===== config.mk =====
export PLATFORM = sky130hd
export DESIGN_NAME = pll_tap_select
export DESIGN_NICKNAME = d
export VERILOG_FILES = /design/src/rtl/pll_tap_select.sv
export SDC_FILE = /design/constraint.sdc
export NUM_CORES = 1
export LEC_CHECK = 0
export ABC_AREA = 1
export CORE_ASPECT_RATIO = 1.25
export CORE_MARGIN = 1
export CORE_UTILIZATION = 57
export DETAILED_ROUTE_END_ITERATION = 7
export PLACE_DENSITY = 0.78
export SKIP_CTS_REPAIR_TIMING = 1
export SLEW_MARGIN = 10
export SYNTH_ARGS = -nofsm -noshare
export SYNTH_HDL_FRONTEND = slang
export SYNTH_SLANG_ARGS = --single-unit

===== constraint.sdc =====
create_clock -name i_clock_160 -period 2.15 [get_ports i_clock_160]
set_input_delay 0.43 -clock i_clock_160 [delete_from_list [all_inputs] [get_ports i_clock_160]]
set_output_delay 0.43 -clock i_clock_160 [all_outputs]
set_load 0.005 [all_outputs]

===== src/rtl/pll_tap_select.sv =====
// rtl/pll_tap_select.sv - glitch-free clock-enable tap selector with PLL lock gating
// Tap changes land only on an active-rate pulse so the enable stream never gets denser than either rate.
module pll_tap_select #(
    parameter int LOCK_CYCLES = 1600
) (
    input  logic       i_clock_160,
    input  logic       i_nres,
    input  logic       i_cfg_wr,
    input  logic       i_cfg_pllena,
    input  logic [2:0] i_cfg_clksel,
    output logic       o_clk_en,
    output logic [2:0] o_active_sel,
    output logic       o_pll_ready,
    output logic       o_busy
);

    typedef enum logic {
        S_IDLE    = 1'b0,
        S_PENDING = 1'b1
    } state_t;

    localparam logic [15:0] LOCK_VAL = 16'(LOCK_CYCLES);

    state_t      r_state;
    logic [4:0]  r_div_cnt;
    logic [2:0]  r_active_sel;
    logic [2:0]  r_pending_sel;
    logic        r_pllena;
    logic [15:0] r_lock_cnt;

    logic [5:0]  w_div;
    logic [4:0]  w_mask;
    logic        w_clk_en;
    logic        w_pll_ready;
    logic        w_switch;
    logic [2:0]  w_active_next;
    logic        w_pllena_next;
    logic        w_sel_valid;
    logic        w_force;

    // Divisor mask has log2(D) low ones; sel5 gives an empty mask, i.e. enable every cycle.
    assign w_div         = 6'd32 >> r_active_sel;
    assign w_mask        = 5'(w_div - 6'd1);
    assign w_clk_en      = &(r_div_cnt | ~w_mask);
    assign w_pll_ready   = r_pllena && (r_lock_cnt == LOCK_VAL);
    assign w_switch      = (r_state == S_PENDING) && w_clk_en &&
                           ((r_pending_sel == 3'd0) || w_pll_ready);
    assign w_active_next = w_switch ? r_pending_sel : r_active_sel;
    assign w_pllena_next = i_cfg_wr ? i_cfg_pllena : r_pllena;
    assign w_sel_valid   = (i_cfg_clksel <= 3'd5);
    // Losing the PLL while on a PLL tap must fall back to tap 0, whatever else was written.
    assign w_force       = !w_pllena_next && (w_active_next != 3'd0);

    always_ff @(posedge i_clock_160) begin
        if (!i_nres) begin
            r_state       <= S_IDLE;
            r_div_cnt     <= 5'd0;
            r_active_sel  <= 3'd0;
            r_pending_sel <= 3'd0;
            r_pllena      <= 1'b0;
            r_lock_cnt    <= 16'd0;
        end else begin
            r_div_cnt <= r_div_cnt + 5'd1;
            r_pllena  <= w_pllena_next;

            if (!r_pllena) begin
                r_lock_cnt <= 16'd0;
            end else if (r_lock_cnt != LOCK_VAL) begin
                r_lock_cnt <= r_lock_cnt + 16'd1;
            end

            r_active_sel <= w_active_next;
            if (w_switch) begin
                r_state <= S_IDLE;
            end

            // Writes are judged against the post-switch tap so a same-cycle switch is not undone.
            if (i_cfg_wr && w_sel_valid) begin
                if (i_cfg_clksel == w_active_next) begin
                    r_state <= S_IDLE;
                end else begin
                    r_state       <= S_PENDING;
                    r_pending_sel <= i_cfg_clksel;
                end
            end

            if (w_force) begin
                r_state       <= S_PENDING;
                r_pending_sel <= 3'd0;
            end
        end
    end

    assign o_clk_en     = w_clk_en;
    assign o_active_sel = r_active_sel;
    assign o_pll_ready  = w_pll_ready;
    assign o_busy       = (r_state == S_PENDING);

endmodule


==> results.json <==
{
  "p_per_area_nw_per_um2": 481,
  "vias": 1533,
  "critical_path_buf_inv_count": 4,
  "cts_inserted_buffers": 5,
  "worst_pin_slew_ns": 0.604,
  "cts_tree": "built",
  "overflow": 0,
  "max_freq_mhz": 461,
  "drt_iter0_drc": 38,
  "grt_max_degree": 13,
  "register_area_um2": 589,
  "crit_family": "buffers and inverters",
  "hold_viol": 0,
  "ys_ff_latch": 29,
  "setup_violations": 1,
  "synthFlopType": "dfxtp_1",
  "fp.dieW_um": 50.0,
  "fin_crit_sh_pct": 101,
  "antenna_found_initial": 0,
  "io_buffers": 12,
  "synth_common_cells": "inv_1 (36), dfxtp_1 (29), nor2_1 (26), nand2_1 (25), nand3_1 (21)",
  "root_buffer": "clkbuf_4",
  "antenna_cells": 0,
  "htreeDepth": 2,
  "hp-class": "reg -> reg",
  "yosysWarnings": 0,
  "peakVddDrop_mv": 0.478,
  "critPathCaptureType": "primary output",
  "grt_use_total_pct": 24.7,
  "holdWs_ns": 0.477,
  "p_sw_share_pct": 25.2,
  "pwr-share-clk_pct": 33.2,
  "dr_wl_met3_um": 84,
  "fin_skew_ns": 0.00969,
  "fill_cells": 213,
  "drive_above_1_share_pct": 29.8,
  "critPathMaxStageDelay_ns": 0.35,
  "setup.worst_path.start": "o_active_sel[0]$_SDFF_PN0_",
  "hold_start": "r_lock_cnt[10]$_SDFFE_PN0P_",
  "dp_hpwl_um": 2570,
  "crit_slowest_cell": "dfxtp_2",
  "wl_met1_um": 1490,
  "fp-row-count": 21,
  "viasPerCell": 5.18,
  "synth_top_cell_area_share_pct": 35.3,
  "synthCells": 228,
  "grt_pass1_wl_um": 5640,
  "p_switching_uw": 252,
  "synth_cell_type_count": 33,
  "rsz0062_at_grt": "true",
  "place.gp.congestion": 0.867,
  "p_leak_nw": 0.833,
  "report.final.slew_viol_count": 0,
  "drcViolationCount": 0,
  "io-pin-count": 13,
  "comb_power_share_pct": 10.8,
  "fp.dieH_um": 62.0,
  "dieArea_um2": 3100,
  "fin_crit_ns": 2.17,
  "top_layer_used": "met4",
  "start_util_pct": 60.7,
  "synth-edff-count": 0,
  "core_um2": 2710,
  "crit_top_cell": "buf_4",
  "multi_input_area_um2": 987,
  "violations": "negative setup slack",
  "final_nets": 273,
  "crit_path_cell_trace": "inv_2 > nand3_4 > ha_4 > buf_4 > nand3_1 > nand4_1 > buf_4 > nand2_2 > nor2_4 > dlymetal6s2s_1",
  "required_ns": 1.72,
  "clk_pin_slew_ns": 0.08,
  "post-route-util_pct": 76.9,
  "synth_area_leader_cell": "dfxtp_1",
  "dr_wl_met2_um": 1870,
  "grt_pass1_vias": 1378,
  "p_int_uw": 749,
  "cp_max_fo": 3,
  "cp-start-kind": "register",
  "clockBufferDepth": 2,
  "drv_cap": 0,
  "run_status": "complete, but fails checks",
  "r2r_start": "o_active_sel[0]$_SDFF_PN0_",
  "dp_slack_ns": -0.0526,
  "syn_to_final_growth_pct": 26.7,
  "synth.net_count": 239,
  "netlist_area_um2": 1640,
  "relSlewSlack_pct": 59.4,
  "postRouteAntennaNets": 0,
  "routed_wl_um": 3520,
  "first_pass_iters": 4,
  "clk_latency_ns": 0.32,
  "synth.area.top_cells": "dfxtp_1 (35%), inv_1 (8.2%), nand3_1 (6.4%), a21oi_1 (6.1%), nor2_1 (5.9%)",
  "yosysMostFrequentCell": "inv_1",
  "path_class": "reg -> out",
  "yosysSeqAreaShare_pct": 35.3,
  "cts_sinks": 29,
  "avgSynthCellArea_um2": 7.21,
  "synthArstFlopShare_pct": 0,
  "wl_per_cell_um": 11.9,
  "seqPwrFrac_pct": 56.0,
  "cp.arrival_ns": 1.74,
  "worst_slack_ns": -0.0178
}
## power groups by stage
| stage | logic (mW) | registers (mW) | clock network (mW) |
|---|---|---|---|
| final | 0.108 | 0.560 | 0.333 |
| after global routing | 0.121 | 0.562 | 0.365 |
| after CTS | 0.0977 | 0.560 | 0.341 |
| after detailed placement | 0.0967 | 0.573 | 0 |
| after global placement | 0.0942 | 0.573 | 0 |
| after floorplan | 0.0673 | 0.571 | 0 |
## through the flow
| stage | instance area, um2 | total power, mW | setup TNS [ns] | cells |
|---|---|---|---|---|
| floorplan | 1640 | 0.638 | 0 | 228 |
| global placement | 1880 | 0.667 | 0 | 283 |
| detailed placement | 1880 | 0.670 | -0.0905 | 283 |
| CTS | 1930 | 0.999 | -0.625 | 290 |
| global route | 2080 | 1.05 | -0.525 | 296 |
| finish | 2080 | 1.00 | -0.0178 | 296 |
## final cells by class
cell class              count  area share, %
well taps                  34           2.04
repair buffers             28           12.0
multi-input cells         157           47.4
clock buffers               7           2.64
inverters                  41           7.63
flip-flops and latches     29           28.3
## cell usage in the layout (no fill, tap or decap), types with 3 or more instances in the layout
cell / count
nand2_2: 11
inv_2: 5
nand2_4: 3
nand3_1: 16
dfxtp_1: 24
o21ai_2: 3
buf_4: 15
nand4_1: 3
nor2_1: 25
nand3_4: 4
nand2_1: 22
inv_1: 33
nor2_2: 4
o21ai_0: 14
nor3_1: 5
dfxtp_2: 4
clkdlybuf4s50_1: 10
nand3_2: 7
a21oi_1: 17
clkbuf_4: 5
nor2_4: 4
a21oi_2: 3
## cells by family after synthesis
family | Yosys count | share of synthesized area, %
AO/OA/AOI/OAI | 44 | 15.5
XOR/XNOR | 2 | 1.07
adder cells (fa/ha/maj) | 4 | 3.05
buffers and inverters | 42 | 9.75
flip-flops | 29 | 35.3
multiplexers | 1 | 0.609
AND/OR/NAND/NOR | 106 | 34.7
## path summary, 6_finish.rpt
path	to	slack, ns	depth (start not counted)
setup / recovery	o_clk_en	-0.02	10
hold / removal	r_lock_cnt[10]$_SDFFE_PN0P_	0.48	2
setup reg to reg	r_pending_sel[1]$_SDFFE_PP0P_	0.02	17
hold reg to reg	r_lock_cnt[10]$_SDFFE_PN0P_	0.48	2
## registers in the layout (all words and copies together), names as in the netlist
name and count:
r_lock_cnt 16, r_div_cnt 5, o_active_sel 3, r_pending_sel 3, o_busy 1, r_pllena 1
## layer usage
| metal | up-vias | GRT usage, % |
|---|---|---|
| met4 | 0 | 13.5 |
| met1 | 699 | 25.6 |
| met2 | 19 | 45.7 |
| met3 | 7 | 6.57 |
| met5 | - | 0 |
| li1 | 808 | - |
## worst reg2reg max path: stages, from the launching register on
cell and delay [ns]:
dfxtp_2 0.35, inv_2 0.08, nand3_4 0.08, ha_4 0.23, or2_2 0.28, nand2_2 0.08, nor2_4 0.05, buf_6 0.11
nand3_4 0.11, nor2_4 0.06, nand2_2 0.08, nand2_4 0.06, nand2_1 0.07, nand2_2 0.06, nand3_4 0.14, nand3_2 0.10
nand2_2 0.09, nor2_2 0.04
Power figures use the tool's default switching activity.
